==> config.mk <==
export PLATFORM = sky130hd
export DESIGN_NAME = cascade_digit_counter
export DESIGN_NICKNAME = d
export VERILOG_FILES = /design/src/rtl/cnt_pkg.sv /design/src/rtl/cnt_digit.sv /design/src/rtl/cascade_digit_counter.sv
export SDC_FILE = /design/constraint.sdc
export NUM_CORES = 1
export LEC_CHECK = 0
export CORE_ASPECT_RATIO = 1.75
export CORE_MARGIN = 2
export CORE_UTILIZATION = 49
export CTS_CLUSTER_SIZE = 16
export DETAILED_ROUTE_END_ITERATION = 6
export PLACE_DENSITY = 0.89
export SYNTH_ARGS = -nofsm -noshare
export SYNTH_HDL_FRONTEND = slang
export SYNTH_HIERARCHICAL = 1
export SYNTH_SLANG_ARGS = --single-unit
==> constraint.sdc <==
create_clock -name clock -period 3.3 [get_ports clock]
set_input_delay 0.66 -clock clock [delete_from_list [all_inputs] [get_ports clock]]
set_output_delay 0.66 -clock clock [all_outputs]
set_load 0.01 [all_outputs]
==> src/rtl/cnt_pkg.sv <==
// ----------------------------------------------------------------------------
// cnt_pkg
// Shared definitions for the cascaded digit counter.
//   digit_t      : default-width digit type (DIGIT_W_DEFAULT bits)
//   term_val()   : terminal digit value for a direction (MODULUS-1 up, 0 down)
//   clamp_digit(): folds an out-of-range digit down to MODULUS-1
// Optional feature macro used by the counter top: CNT_WRAP_TALLY_EN
// ----------------------------------------------------------------------------
package cnt_pkg;

  localparam int DIGIT_W_DEFAULT = 4;

  typedef logic [DIGIT_W_DEFAULT-1:0] digit_t;

  // Value at which a digit passes its enable on to the next stage.
  function automatic int term_val(input logic up, input int modulus);
    return up ? (modulus - 1) : 0;
  endfunction

  // Load values beyond the digit's range are pinned to the top state so a
  // digit can never hold an illegal code.
  function automatic int clamp_digit(input int v, input int modulus);
    return (v >= modulus) ? (modulus - 1) : v;
  endfunction

endpackage

==> src/rtl/cnt_digit.sv <==
// ----------------------------------------------------------------------------
// cnt_digit
// One modulo-MODULUS up/down digit stage of the serial-carry counter.
// State updates on the falling edge of clock; reset is asynchronous active-high.
// Ports:
//   clock, reset : clock (falling edge active) and async clear
//   t_in         : toggle/step enable arriving from the previous stage
//   up           : 1 = count up, 0 = count down
//   load, ld_val : synchronous load (overrides t_in), value clamped to range
//   d            : current digit value
//   t_out        : enable for the next stage, t_in & (d == terminal)
// ----------------------------------------------------------------------------
module cnt_digit
  import cnt_pkg::*;
#(
  parameter int DIGIT_W = 4,
  parameter int MODULUS = 16
) (
  input  logic               clock,
  input  logic               reset,
  input  logic               t_in,
  input  logic               up,
  input  logic               load,
  input  logic [DIGIT_W-1:0] ld_val,
  output logic [DIGIT_W-1:0] d,
  output logic               t_out
);

  localparam logic [DIGIT_W-1:0] MAX_D = DIGIT_W'(MODULUS - 1);

  logic [DIGIT_W-1:0] d_q;
  logic [DIGIT_W-1:0] d_d;
  logic [DIGIT_W-1:0] term;

  // Terminal value follows the direction sampled on this edge.
  always_comb begin
    term = DIGIT_W'(term_val(up, MODULUS));
  end

  // Load wins over stepping; stepping wraps at the modulus boundary in
  // either direction.
  always_comb begin
    d_d = d_q;
    if (load) begin
      d_d = DIGIT_W'(clamp_digit(int'(ld_val), MODULUS));
    end else if (t_in) begin
      if (up) begin
        d_d = (d_q == MAX_D) ? '0 : d_q + 1'b1;
      end else begin
        d_d = (d_q == '0) ? MAX_D : d_q - 1'b1;
      end
    end
  end

  always_ff @(negedge clock or posedge reset) begin
    if (reset) begin
      d_q <= '0;
    end else begin
      d_q <= d_d;
    end
  end

  assign d     = d_q;
  assign t_out = t_in & (d_q == term);

endmodule

==> src/rtl/cascade_digit_counter.sv <==
// ----------------------------------------------------------------------------
// cascade_digit_counter
// NDIGITS chained modulo-MODULUS digit stages with a ripple (serial) enable
// chain, up/down direction, synchronous clamped load and a combinational
// cascade carry/borrow output. All state changes on the falling clock edge.
// Ports:
//   clock    : counter clock, falling edge active
//   reset    : asynchronous active-high clear of all state
//   en       : count enable into digit 0
//   up       : 1 = count up, 0 = count down
//   load     : synchronous load of load_val (overrides en)
//   load_val : parallel load value, digit i at [i*DIGIT_W +: DIGIT_W]
//   q        : current count, digit 0 least significant
//   cout     : en & all digits terminal & ~load, for chaining into another en
//   wraps    : saturating wrap tally (only with CNT_WRAP_TALLY_EN)
// Optional feature macro: CNT_WRAP_TALLY_EN (adds TALLY_W and wraps).
// ----------------------------------------------------------------------------
module cascade_digit_counter
  import cnt_pkg::*;
#(
  parameter int DIGIT_W = 4,
  parameter int MODULUS = 16,
  parameter int NDIGITS = 4
`ifdef CNT_WRAP_TALLY_EN
  ,
  parameter int TALLY_W = 16
`endif
) (
  input  logic                       clock,
  input  logic                       reset,
  input  logic                       en,
  input  logic                       up,
  input  logic                       load,
  input  logic [NDIGITS*DIGIT_W-1:0] load_val,
  output logic [NDIGITS*DIGIT_W-1:0] q,
  output logic                       cout
`ifdef CNT_WRAP_TALLY_EN
  ,
  output logic [TALLY_W-1:0]         wraps
`endif
);

  // t[i] is the step enable of digit i; t[NDIGITS] means every digit is at
  // its terminal value while enabled.
  logic [NDIGITS:0] t;

  assign t[0] = en;

  for (genvar i = 0; i < NDIGITS; i++) begin : g_digit
    cnt_digit #(
      .DIGIT_W(DIGIT_W),
      .MODULUS(MODULUS)
    ) u_digit (
      .clock (clock),
      .reset (reset),
      .t_in  (t[i]),
      .up    (up),
      .load  (load),
      .ld_val(load_val[i*DIGIT_W +: DIGIT_W]),
      .d     (q[i*DIGIT_W +: DIGIT_W]),
      .t_out (t[i+1])
    );
  end

  // A load on the same edge discards the pending wrap, so no carry leaves.
  assign cout = t[NDIGITS] & ~load;

`ifdef CNT_WRAP_TALLY_EN
  logic [TALLY_W-1:0] wraps_q;
  logic [TALLY_W-1:0] wraps_d;

  // Count whole-counter wraps, sticking at all-ones instead of rolling over.
  always_comb begin
    wraps_d = wraps_q;
    if (cout && (wraps_q != '1)) begin
      wraps_d = wraps_q + 1'b1;
    end
  end

  always_ff @(negedge clock or posedge reset) begin
    if (reset) begin
      wraps_q <= '0;
    end else begin
      wraps_q <= wraps_d;
    end
  end

  assign wraps = wraps_q;
`endif

endmodule

Yosys cells after proc, flatten, opt, wreduce, memory -nomap -nowiden
Index checks and enable logic that the tools add are counted.
{"block": "op_classes", "add_sub_neg": 8, "mux": 21, "n_reduce_logical": 8, "eq_ne": 8, "bitwise": 6}
{"operator": "4-bit 2-to-1 mux", "n": 21}
{"operator": "4-bit by 1-bit adder with 4-bit output, second input constant", "n": 4}
{"operator": "4-bit == test", "n": 4}
{"operator": "4-bit == test, second input constant", "n": 4}
{"operator": "4-bit zero test", "n": 4}
{"operator": "4-bit by 1-bit subtractor with 4-bit output, second input constant", "n": 4}
{"operator": "2-bit nonzero test", "n": 4}
{"operator": "1-bit bitwise AND", "n": 5}
{"operator": "1-bit NOT", "n": 1}
{"block": "totals", "ff_bits": 16, "inputBits": 21, "word_cells": 55, "out_inout_bits": 17}

Logic depth before layout (Yosys ltp)
Gate-level depths: netlist (run 1).
{"block": "logic_depth", "ltp_word": 7, "ltp_mapped": 12, "depth_no_buf": 8}

Modules after synthesis
The synthesis (run 1) kept the hierarchy.
{"module": "cnt_digit", "seq_area_each_um2": 100.1, "area_per_inst_um2": 371.6, "cells_per_inst": 44, "n_inst": 4}
{"module": "cascade_digit_counter", "seq_area_each_um2": 0.0, "area_per_inst_um2": 13.8, "cells_per_inst": 1, "n_inst": 1}

==> results.md, run 1 <==
* Combinational fraction of design power at around half
* Synth top area cells: dfrtn_1, mux2_4, ha_1
* Routability Congestion at around 0.85
* Hold Buf Count CTS at 0
* Max reg flops at 16
* Setup slack at placement at -1.13 ns
* Startpoint types: flop
* Initial Util at between 50% and 60%
* Vias in the first global route at between 1500 and 2000
* Worst IR Drop VDD at approximately 0.33 mV
* Via count at ~1700
* Cell variety after synth at 27
* Failing checks: negative setup slack
* Met1 usage at 33.9%
* Leakage power at 1.17 nW
* Internal at around 0.00055 W
* Relative slew slack at a little over four fifths
* Hold path startpoint: g_digit[2].u_digit/d[2]
* Busiest grt layer: met2
* Status: finished, violations left
* Largest net degree at the start of global routing at 17
* Cell Rows at 26
* Routed wire length at 4960 microns
* GR Util All Layers at between 20% and 30%
* I/O pin cnt at 38
* Skew final at 0.00272 ns
* Total power per unit cell area at around 340 mW/mm^2
* H-tree levels at 1
* Commonest non-fill, non-tap cell in the layout: buf_6
* Number of CTS-inserted buffers at 3
* Commonest cells after routing, fill and taps aside: buf_6, buf_4, clkdlybuf4s50_1, inv_1, dfrtn_1
* Synth top area share at a little over a quarter
* Clock power share at a little over a fifth
* Crit-path slowest cell: or3_4
* Clock transition at path regs at roughly 0.050 ns
* Reg power frac at ~29%
* Initial antenna violation count at 0
* Worst R2R Path Depth at 9
* Slew Limit Fails at 0
* HP Class: flop to flop
* Least-Margin Pin Slew at roughly 0.25 ns
* TritonCTS clock tree: yes
* First-pass GRT wire length at between 7000 and 8000 microns
* Clock Sinks at 16
* Most frequent CP cell: o21a_1
* Area of the multi-input gates at roughly 0.001 sq mm
* Critical Path RT at about 2.6 ns
* N_diodes at 0
* Synth area leader: dfrtn_1
* Inst Count DP at 265
* IO buf count at 37
* WP data arrival at between 3 and 4 ns
* Crit Path Class: flop to primary output
* DR WL/cell at 17.1 microns
* Crit path capture type: primary output
* Reg2reg start: g_digit[0].u_digit/d[0]
* Avg Cell Area, Syn at between 8 and 9 sq um
* Max stage delay on crit path at ~0.43 ns
* Net count, final at 292
* Total power at 0.000823 W
* 1st-pass router iterations at 4
* YS warnings at 6
* Net Switching at between 0.0002 and 0.0003 W
* Dpl hpwl at about 2800 microns
* Register area at 400 sq um
* Final worst setup slack at -1.08 ns
* Longest Clk Path Bufs at 2
* Root Driver: clkbuf_8
* Final global-route overflow total at 0
* Chip height at ~77 microns
* Crit path cell chain: or3_4 -> nor3_4 -> o21a_1 -> o21a_1 -> o21a_1 -> o21a_1 -> nor2b_4 -> buf_6
* Post-layout util at between 80% and 90%
* M3 GR Usage at 4.47%
* DRC errors left at 0
* Setup crit start: g_digit[0].u_digit/d[0]
* Register area share after synthesis at approximately a quarter
* Hold depth at 3
* Fillers at between 150 and 200
* Via/cell ratio at approximately 6
* Max cap viols at 0
* Fin cells at between 200 and 300
* Die area at about 0.0035 sq mm
* 1st-iter DRT viols at 29
* Post-route ant nets at 0
* GR Util met2 at 49.2%
* CP max FO at 2
* Switching fraction of total power at approximately a third
* Clk Latency, worst-skew pair at about 0.27 ns
* Die W at ~46 microns
* Post-Syn Nets at between 200 and 250
* Synth-to-Final Area Change at 62.1%
* Setup Viol. Count Final at 15
* Yosys reg bits at 16
* Final hold violation count at 0
* Core ar. at about 0.0029 sq mm
* Mapped cell area at roughly 0.0015 sq mm
* Setup_tns at -2.51 ns
* Share of post-route cells with drive strength above 1 at a little under two fifths
* Cells after synthesis at between 150 and 200
* RSZ-0062 raised after global routing: true
-- power groups by stage --
stage               Sequential [W]  Combinational (W)  Clock [W]
floorplan                 0.000270           0.000144          0
global placement          0.000234           0.000317          0
detailed placement        0.000235           0.000326          0
CTS                       0.000234           0.000375   0.000175
global route              0.000241           0.000434   0.000190
finish                    0.000240           0.000403   0.000180
-- worst paths after layout --
path / to / slack [ns]
hold reg to reg: g_digit[2].u_digit/d[2] / 0.69
setup / recovery: cout / -1.08
hold / removal: g_digit[2].u_digit/d[2] / 0.69
min in group asynchronous: g_digit[0].u_digit/d[1] / 2.25
max in group asynchronous: g_digit[2].u_digit/d[2] / 0.84
setup reg to reg: g_digit[3].u_digit/d[2] / 1.14
-- cells in the mapped netlist, drive strengths merged --
cell / count
nor2: 16
nand2b: 4
mux2: 8
mux2i: 4
nor2b: 1
o21a: 4
nor3b: 4
o21ai: 16
o21ba: 4
buf: 8
inv: 16
nor3: 4
a22o: 4
a21oi: 12
and3: 4
nand2: 16
ha: 8
o221ai: 4
a21o: 4
xnor2: 8
o2111ai: 4
dfrtn: 16
or3: 4
nand3: 4
-- routing by layer --
layer	vias to the layer above	wire [microns]
met5	-	0
met4	0	180
met2	73	2720
li1	790	-
met3	16	240
met1	832	1820
-- kinds of logic after synthesis --
group | after synthesis | synth area share (%)
muxes | 12 | 10.7
AOI/OAI and AO/OA | 52 | 23.0
xor gates and xnor gates | 8 | 4.67
and+or+nand+nor | 57 | 19.3
DFF | 16 | 26.7
adders and majority gates | 8 | 6.67
buffers and inverters | 24 | 9.01
-- metrics by stage --
| step | cell area (sq um) | hold slack, ns |
|---|---|---|
| 2_1_floorplan | 1520 | 0.575 |
| 3_3_place_gp | 2080 | 0.625 |
| 3_5_place_dp | 2080 | 0.638 |
| 4_1_cts | 2360 | 0.663 |
| 5_1_grt | 2430 | 0.705 |
| 6_report | 2430 | 0.687 |
-- critical path: cells and delay by family, from the launching register on --
family | cells | cell delay [ns]
compound gates | 4 | 0.64
buf+inv | 1 | 0.10
flops | 1 | 0.37
simple gates | 3 | 0.68
-- repair_timing --
| action | CTS | global route |
|---|---|---|
| gates resized for setup | 114 | 18 |
| setup endpoints to repair | 32 | 25 |
| buffers inserted | 18 | 16 |
| pin swaps | 3 | 4 |
-- area by class of cell --
type,instances,area share [%]
well taps,28,1.44
flip-flops and latches,16,16.5
multi-input cells,137,42.0
inverters,16,2.47
repair buffers,89,35.4
clock buffers,4,2.26
Note: power is estimated with default switching activity, not from simulation.
==> run 2, diff against run 1 <==
--- a/config.mk
+++ b/config.mk
@@ -10,6 +10,7 @@
 export CORE_UTILIZATION = 49
 export CTS_CLUSTER_SIZE = 16
 export DETAILED_ROUTE_END_ITERATION = 6
+export HOLD_SLACK_MARGIN = 0.05
 export PLACE_DENSITY = 0.89
 export SYNTH_ARGS = -nofsm -noshare
 export SYNTH_HDL_FRONTEND = slang
==> results of run 2 <==
Same layout as run 1: the final DEF is identical, and so are final timing and power.
==> edit: new RTL, flow settings as in run 1 <==
Change the parameter `NDIGITS` from 4 to 5.
--- a/src/rtl/cascade_digit_counter.sv
+++ b/src/rtl/cascade_digit_counter.sv
@@ -20,7 +20,7 @@
 #(
   parameter int DIGIT_W = 4,
   parameter int MODULUS = 16,
-  parameter int NDIGITS = 4
+  parameter int NDIGITS = 5
 `ifdef CNT_WRAP_TALLY_EN
   ,
   parameter int TALLY_W = 16
Interface: changed (resized load_val and q); port bits go from 38 to 46. The function was not compared with the original's and may differ.
==> edit against run 1 <==
  * The run still ends with negative setup slack left
  * Area after synthesis up 25%
  * Register-to-register slack worse by 0.12 ns
  * First-iteration DRC count rose to 4.5 times the old value
  * Sequential cell count up 4
  * Count of clock-buffer cells in the layout down 1
  * Routed wire length up 57%
  * Cell area up 26%
  * Total power up 30%
  * Worst hold slack better by 0.0086 ns
  * Worst setup slack worse by 0.059 ns
  * Core utilization up 1.7 points
  * Critical path type unchanged
  * Largest power group unchanged
==> edit: results (changes against run 1) <==
| Metric | Value |
|---|---|
| Max FFs per register | `20 (was 16)` |
| First-pass GRT wire length | `11.0 mm (was 7.79 mm)` |
| PortBufs | `45 (was 37)` |
| VDD IR max | `308 uV (was 329 uV)` |
| Outcome | `finished with violations (unchanged)` |
| Setup TNS | `-4.33 ns (was -2.51 ns)` |
| Reg clk slew, reported paths | `approximately 0.060 ns` |
| Layout Nets | `361 (was 292)` |
| Failing checks | `negative setup slack (unchanged)` |
| Synth area leaders | `dfrtn_1 (27%), mux2_4 (8.0%), ha_1 (6.7%) (unchanged)` |
| Iteration count of the initial detailed-routing pass | `5 (was 4)` |
| Worst hold start | `g_digit[0].u_digit/d[2] (was g_digit[2].u_digit/d[2])` |
| R2R setup slack | `1.02 ns (was 1.14 ns)` |
| GRT Total Usage | `33.0% (was 29.1%)` |
| Sequential element share of the synthesized area | `26.7% (about the same)` |
| First DRT Iteration DRCs | `131 (was 29)` |
| Synth unique cells | `27 (unchanged)` |
| Share of cells above drive strength 1 | `36.9% (was 38.2%)` |
| Worst setup path start | `g_digit[0].u_digit/d[0] (unchanged)` |
| Async SR Flop Fraction | `100% (unchanged)` |
| Post-Syn Nets | `256 (was 206)` |
| Max-Slew Margin vs Limit | `74.8% (was 83.4%)` |
| HPWL after DPL | `3.86 mm (was 2.85 mm)` |
| Setup ws final | `-1.13 ns (was -1.08 ns)` |
| Largest net degree at the start of global routing | `23 (was 17)` |
| Final Skew | `0.00300 ns (was 0.00272 ns)` |
| P_leak | `1.47 nW (was 1.17 nW)` |
| Total Routed Length | `7.81 mm (was 4.96 mm)` |
| Vias in the first global route | `2393 (was 1688)` |
| Endpoints failing setup | `22 (was 15)` |
| Most common library cells after synthesis | `dfrtn_1 (20), inv_1 (20), nor2_1 (20) (was dfrtn_1 (16), inv_1 (16), nor2_1 (16))` |
| Cts bufs inserted | `3 (unchanged)` |
| CP arrival | `3.77 ns (was 3.72 ns)` |
| Via count | `2265 (was 1711)` |
| GP Congestion | `0.835 (was 0.853)` |
## edit: cell count changes after synthesis, moves of 2 or more
cell	run 1	this run
dfrtn_1	16	20
inv_1	16	20
nor2_1	16	20
a21oi_1	12	15
nand2_1	12	15
o21ai_0	12	15
ha_1	8	10
mux2_4	8	10
xnor2_1	8	10
## edit: layout make-up
cell class / count / area [um2]
multi-input cells: 171 / 1250
repair buffers: 110 / 1110
fillers: 175 / 556
flip-flops and latches: 20 / 500
inverters: 20 / 75.1
well taps: 46 / 57.6
clock buffers: 3 / 41.3
clock inverters: 1 / 30.0
## edit: path summary, 6_finish.rpt
| kind | cells past startpoint | end |
|---|---|---|
| max reg2reg | 11 | g_digit[4].u_digit/d[2] |
| max | 9 | cout |
| min reg2reg | 4 | g_digit[0].u_digit/d[3] |
| min | 4 | g_digit[0].u_digit/d[3] |
| min in group asynchronous | 2 | g_digit[0].u_digit/d[1] |
| max in group asynchronous | 2 | g_digit[2].u_digit/d[0] |
## edit: report_power, final
part / switching [mW] / internal, mW / leakage (nW)
sequential: 0.0238 / 0.274 / 0.240
combinational: 0.237 / 0.280 / 1.19
clock: 0.0938 / 0.162 / 0.0357
total: 0.354 / 0.717 / 1.47
## edit: metal layers
layer / global-route usage [%] / up-vias / wire, um
li1: - / 981 / -
met4: 19.7 / 0 / 463
met5: 0 / - / 0
met1: 33.0 / 1097 / 2600
met2: 62.1 / 142 / 4170
met3: 4.53 / 45 / 581
## edit: cell families (layout without fill, tap and decap cells)
kind of cell | after synthesis | in the layout | synth area share (%)
flip-flops | 20 | 20 | 26.7
multiplexers | 15 | 15 | 10.7
AO/OA/AOI/OAI | 65 | 65 | 23.1
XOR/XNOR | 10 | 10 | 4.68
AND/OR/NAND/NOR | 71 | 71 | 19.1
buffers and inverters | 30 | 134 | 9.02
adder cells (fa/ha/maj) | 10 | 10 | 6.68
## edit: what timing repair did
item                       4_1_cts  5_1_grt
setup endpoints to repair       40       33
pin swaps                        6        4
buffers inserted                33       15
cloned                           0        1
resized for setup              143       21
## edit: per-stage QoR
stage	utilization, %	std cells	instance area (um2)	hold slack (ns)	setup slack [ns]
2_1_floorplan	-	221	1900	0.575	-1.16
3_3_place_gp	70.7	337	2570	0.621	-1.36
3_5_place_dp	70.7	337	2570	0.634	-1.40
4_1_cts	82.7	369	3000	0.630	-1.06
5_1_grt	84.7	371	3070	0.717	-1.23
6_report	84.7	371	3070	0.696	-1.13
## edit: worst max-delay path, stage by stage, from the launching register on
cell and delay [ns]:
dfrtn_1 0.37, or3_4 0.38, nor3_2 0.10, o21a_1 0.15, o21a_1 0.15, o21a_1 0.18
o21a_4 0.16, o21a_1 0.12, nor2b_4 0.13, buf_6 0.10
